--- config.mk ---
export PLATFORM = sky130hd
export DESIGN_NAME = scanline_feeder
export DESIGN_NICKNAME = d
export VERILOG_FILES = /design/src/rtl/scanline_feeder.sv
export SDC_FILE = /design/constraint.sdc
export NUM_CORES = 1
export LEC_CHECK = 0
export ABC_AREA = 1
export CAP_MARGIN = 30
export CORE_ASPECT_RATIO = 1.75
export CORE_MARGIN = 10
export CORE_UTILIZATION = 47
export CTS_CLUSTER_SIZE = 12
export DETAILED_ROUTE_END_ITERATION = 8
export DONT_BUFFER_PORTS = 1
export PLACE_DENSITY_LB_ADDON = 0.3
export SYNTH_ARGS = -nofsm -noshare
export SYNTH_HDL_FRONTEND = slang
export SYNTH_SLANG_ARGS = --single-unit
--- constraint.sdc ---
create_clock -name dotclk_i -period 5.6 [get_ports dotclk_i]
set_input_delay 1.12 -clock dotclk_i [delete_from_list [all_inputs] [get_ports dotclk_i]]
set_output_delay 1.12 -clock dotclk_i [all_outputs]
set_load 0.05 [all_outputs]
--- src/rtl/scanline_feeder.sv ---
// Line-buffer feeder: turns one scanline enable into fetch addresses and shifter load/shift strobes.
// All outputs registered (decoded from next state, so they describe the current cycle); no backpressure, strobes free-run on dotclk.
module scanline_feeder #(
  parameter int ADR_W   = 9,
  parameter int SHIFT_W = 16
) (
  input  logic             dotclk_i,
  input  logic             rst_ni,
  input  logic             scanline_en_i,
  input  logic [ADR_W-1:0] start_adr_i,
  input  logic [ADR_W-1:0] words_i,
  input  logic [1:0]       bpp_i,
  input  logic [1:0]       zoom_i,
  output logic             load_o,
  output logic             shift_o,
  output logic [ADR_W-1:0] f_adr_o,
  output logic             active_o,
  output logic             done_o
);

  localparam int PIX_W = $clog2(SHIFT_W);

  typedef enum logic [1:0] {
    IDLE = 2'd0,
    RUN  = 2'd1,
    DONE = 2'd2
  } state_t;

  typedef struct packed {
    logic [1:0]       bpp;
    logic [1:0]       zoom;
    logic [ADR_W-1:0] words;
  } cfg_t;

  state_t           state_q, state_d;
  cfg_t             cfg_q, cfg_d;
  logic [1:0]       rep_cnt_q, rep_cnt_d;
  logic [PIX_W-1:0] pix_cnt_q, pix_cnt_d;
  logic [ADR_W-1:0] word_cnt_q, word_cnt_d;
  logic             load_q, load_d;
  logic             shift_q, shift_d;
  logic             active_q, active_d;
  logic             done_q, done_d;
  logic [ADR_W-1:0] adr_q, adr_d;

  logic [1:0]       rep_m1;
  logic [PIX_W-1:0] ppw_m1;
  logic [ADR_W-1:0] words_m1;
  logic             rep_wrap, pix_wrap, last_word, last_dot;
  logic             rep_wrap_d;

  // While idle the inputs flow straight through, so the first RUN cycle
  // is decoded with exactly the values that get latched on entry.
  always_comb begin
    cfg_d = cfg_q;
    if (state_q == IDLE) begin
      cfg_d.bpp   = bpp_i;
      cfg_d.zoom  = zoom_i;
      cfg_d.words = words_i;
    end
  end

  assign rep_m1    = cfg_d.zoom;
  assign ppw_m1    = PIX_W'((SHIFT_W >> cfg_d.bpp) - 1);
  assign words_m1  = cfg_d.words - ADR_W'(1);

  assign rep_wrap  = (rep_cnt_q == rep_m1);
  assign pix_wrap  = (pix_cnt_q == ppw_m1);
  assign last_word = (word_cnt_q == words_m1);
  assign last_dot  = rep_wrap && pix_wrap && last_word;

  always_comb begin
    state_d    = state_q;
    rep_cnt_d  = '0;
    pix_cnt_d  = '0;
    word_cnt_d = '0;
    case (state_q)
      IDLE: begin
        if (scanline_en_i) begin
          state_d = (cfg_d.words == '0) ? DONE : RUN;
        end
      end
      RUN: begin
        if (!scanline_en_i) begin
          state_d = IDLE;
        end else if (last_dot) begin
          state_d = DONE;
        end else begin
          rep_cnt_d  = rep_wrap ? 2'd0 : rep_cnt_q + 2'd1;
          pix_cnt_d  = !rep_wrap ? pix_cnt_q :
                       (pix_wrap ? '0 : pix_cnt_q + PIX_W'(1));
          word_cnt_d = (rep_wrap && pix_wrap) ? word_cnt_q + ADR_W'(1) : word_cnt_q;
        end
      end
      DONE: begin
        if (!scanline_en_i) begin
          state_d = IDLE;
        end
      end
      default: state_d = IDLE;
    endcase
  end

  assign rep_wrap_d = (rep_cnt_d == rep_m1);

  // Strobes for the coming cycle are decoded from its counters.
  always_comb begin
    load_d   = 1'b0;
    shift_d  = 1'b0;
    active_d = 1'b0;
    done_d   = 1'b0;
    adr_d    = adr_q;
    case (state_d)
      IDLE: begin
        load_d = 1'b1;
        adr_d  = start_adr_i;
      end
      RUN: begin
        active_d = 1'b1;
        shift_d  = rep_wrap_d && (pix_cnt_d < ppw_m1);
        load_d   = rep_wrap_d && (pix_cnt_d == ppw_m1) && (word_cnt_d < words_m1);
        if (state_q == IDLE) begin
          adr_d = start_adr_i + ADR_W'(1);
        end else if (load_q) begin
          adr_d = adr_q + ADR_W'(1);
        end
      end
      DONE: begin
        done_d = (state_q != DONE);
      end
      default: begin
        load_d = 1'b0;
      end
    endcase
  end

  always_ff @(posedge dotclk_i or negedge rst_ni) begin
    if (!rst_ni) begin
      state_q    <= IDLE;
      cfg_q      <= '0;
      rep_cnt_q  <= '0;
      pix_cnt_q  <= '0;
      word_cnt_q <= '0;
      load_q     <= 1'b0;
      shift_q    <= 1'b0;
      active_q   <= 1'b0;
      done_q     <= 1'b0;
      adr_q      <= '0;
    end else begin
      state_q    <= state_d;
      cfg_q      <= cfg_d;
      rep_cnt_q  <= rep_cnt_d;
      pix_cnt_q  <= pix_cnt_d;
      word_cnt_q <= word_cnt_d;
      load_q     <= load_d;
      shift_q    <= shift_d;
      active_q   <= active_d;
      done_q     <= done_d;
      adr_q      <= adr_d;
    end
  end

  assign load_o   = load_q;
  assign shift_o  = shift_q;
  assign active_o = active_q;
  assign done_o   = done_q;
  assign f_adr_o  = adr_q;

endmodule

==> impl_metrics.json <==
{
  "status": "completed",
  "nets": 484,
  "drc": 0,
  "worst_pin_slew_ps": 571.7,
  "antennaDiodeCount": 0,
  "seq_area_frac_synth": 0.3300,
  "critPathTopFamily": "simple AND/OR/NAND/NOR gates",
  "initialDrtViolationCount": 167,
  "drt_wl_total_um": 7887,
  "reg2reg_depth": 23,
  "synthToLayoutAreaGrowth_pct": 5.718,
  "fp-row-count": 40,
  "syn_area_um2": 3261,
  "io_pins": 38,
  "firstDrtPassIters": 6,
  "hold_buffers": 0,
  "cts_max_path_buffers": 2,
  "ys.warnings.count": 0,
  "synth_ff_type": "dfrtp_1",
  "cts.sinks": 43,
  "rsz0062_at_grt": "no",
  "finalSetupTns_ps": 0,
  "reg2reg_to": "load_o",
  "post_cts_resized": 0,
  "wl_per_cell_um": 14.91,
  "relSlewSlack": 0.6178,
  "clk_latency_ps": 290,
  "r2r-start": "state_q[1]",
  "dp.cells": 521,
  "hold_viol": 0,
  "layout_min_cycle_time_ps": 3758,
  "routabilityCongestion": 0.8835,
  "min_period_over_period": 0.6711,
  "worstPathRequired_ps": 5830,
  "num_vias": 2770,
  "async_flop_share": 1.000,
  "setup_violations": 0,
  "core_um2": 6807,
  "finalMaxSlewViolations": 0,
  "cts-htree-levels": 2,
  "start_kind": "flop",
  "rrSetupSlack_ps": 1840,
  "arrival_ps": 3990,
  "ir_worst_vdd_mv": 0.2187,
  "cts_root_buf": "clkbuf_16",
  "finClkSkew_ps": 7.390,
  "grt_usage": 0.1512,
  "path_cells": "inv_2 > nand2_2 > nand2_1 > nand2_2 > ha_1 > nand3_2 > nor2_2 > nand3_1 > nand3_1 > nand2_1 > nand2_1 > nor2_4 > nand2_4 > nand2_8 > nor3b_1 > ha_1 > nand2_1 > inv_1 > o21ai_0 > o2111ai_1 > nor2_1 > nand2_1 > nand2_1",
  "synth-seq-cells": 43,
  "grt_overflow": 0,
  "worst_path_max_delay_cell": "dfrtp_1",
  "grt_max_degree": 44,
  "cts_tree": "yes",
  "critPathMostFrequentCell": "nand2_1",
  "crit_cells": 23,
  "grt_pass1_wl_um": 13350,
  "path_buf_inv": 2,
  "post-route-util": 0.5064,
  "final_cell_count_no_fill": 529,
  "synth_top_cell_area_share": 0.3300,
  "drive_above_1_share": 0.1416,
  "post-dp-hpwl_um": 6148,
  "die_area_um2": 10800,
  "hp-class": "input pin to async pin",
  "synth_area_leader_cell": "dfrtp_1",
  "drv_cap": 0,
  "cpPeakStageDelay_ps": 470,
  "worstPathMaxFanout": 22,
  "clkTransAtPathRegs_ps": 60,
  "cp-end-kind": "flop",
  "yosysMostFrequentCell": "nand2_1",
  "fmax_mhz": 266.1,
  "cts_buffers": 5,
  "synthDistinctLibCells": 34,
  "synthTopCellsByCount": "nand2_1, nand3_1, inv_1, dfrtp_1, nand2_2",
  "power_density_nw_per_um2": 321.3,
  "io_buffers": 0,
  "grt_pass1_vias": 2837,
  "antenna_found_initial": 0,
  "postSynthAreaPerCell_um2": 7.327,
  "cp-startpoint": "state_q[1]",
  "design_area_um2": 3447,
  "endpoint": "load_o",
  "die_y_um": 130.2,
  "synth_area_leaders": "dfrtp_1, nand2_1, nand3_1",
  "postRouteAntennaNets": 0,
  "dp_slack_ps": 1641,
  "power_leakage_nw": 1.806,
  "place_area_um2": 3291,
  "fp.dieW_um": 82.96,
  "synth_nets": 485,
  "cts_setup_buffers": 0,
  "synth-edff-count": 0,
  "start_util": 0.4790,
  "path_class": "flop to flop",
  "synth_cells": 445,
  "fin_ws_ps": 1842,
  "viasPerCell": 5.236
}
[power by group]
| group | internal [W] | switching, W |
|---|---|---|
| logic | 0.000108 | 0.000227 |
| clock network | 0.000190 | 0.000122 |
| registers | 0.000352 | 0.000109 |
[area by class of cell]
class / count / area (µm²)
multi-input combinational: 340 / 1903
clock buffer: 8 / 156.4
inverter: 53 / 198.9
sequential: 43 / 1076
fill: 698 / 3359
tap: 84 / 105.1
timing repair buffer: 1 / 7.507
[flip-flops by register name (all words and copies together) (netlist names)]
name	flops
active_o	1
cfg_q	13
done_o	1
f_adr_o	9
load_o	1
pix_cnt_q	4
rep_cnt_q	2
shift_o	1
state_q	2
word_cnt_q	9
[cell families after synthesis]
| group | count (synthesis) | synth area share |
|---|---|---|
| and+or+nand+nor | 283 | 0.4325 |
| buffers and inverters | 62 | 0.08634 |
| DFF | 43 | 0.3300 |
| AOI/OAI and AO/OA | 20 | 0.03377 |
| xor gates and xnor gates | 20 | 0.05372 |
| adders and majority gates | 15 | 0.05756 |
| muxes | 2 | 0.006140 |
[through the flow]
step                      total power (W)  hold slack, ps
after floorplan                 0.0007396           478.0
after global placement          0.0007960           497.8
after global routing             0.001180           507.0
final                            0.001107           516.7
after detailed placement        0.0008042           506.3
after CTS                        0.001118           512.9
[worst min path at each step]
stage	to	slack [ps]	cells past startpoint
after floorplan	cfg_q[8]	480	2
final	rep_cnt_q[1]	520	0
after CTS	rep_cnt_q[1]	510	0
after global routing	word_cnt_q[4]	510	0
after detailed placement	cfg_q[10]	510	2
after global placement	cfg_q[9]	500	2
[layout by cell type (no fill, tap or decap), types with 5 or more instances in the layout]
| cell type | instances |
|---|---|
| nand3_4 | 5 |
| clkbuf_16 | 5 |
| nor2_2 | 7 |
| o21ai_0 | 7 |
| a21oi_1 | 7 |
| nand2_2 | 24 |
| dfrtp_1 | 43 |
| nand3_1 | 52 |
| ha_1 | 15 |
| nor3_1 | 8 |
| nand4_1 | 5 |
| xor2_1 | 17 |
| nand2_1 | 140 |
| inv_1 | 49 |
| nor2_1 | 22 |
[per-layer routing]
metal,share of wire,GRT usage,wire [µm]
met5,0,0,0
met2,0.55,0.2906,4377
met1,0.35,0.1397,2787
met3,0.057,0.04367,450
met4,0.034,0.08048,272
Note: power is estimated with default switching activity, not from simulation.
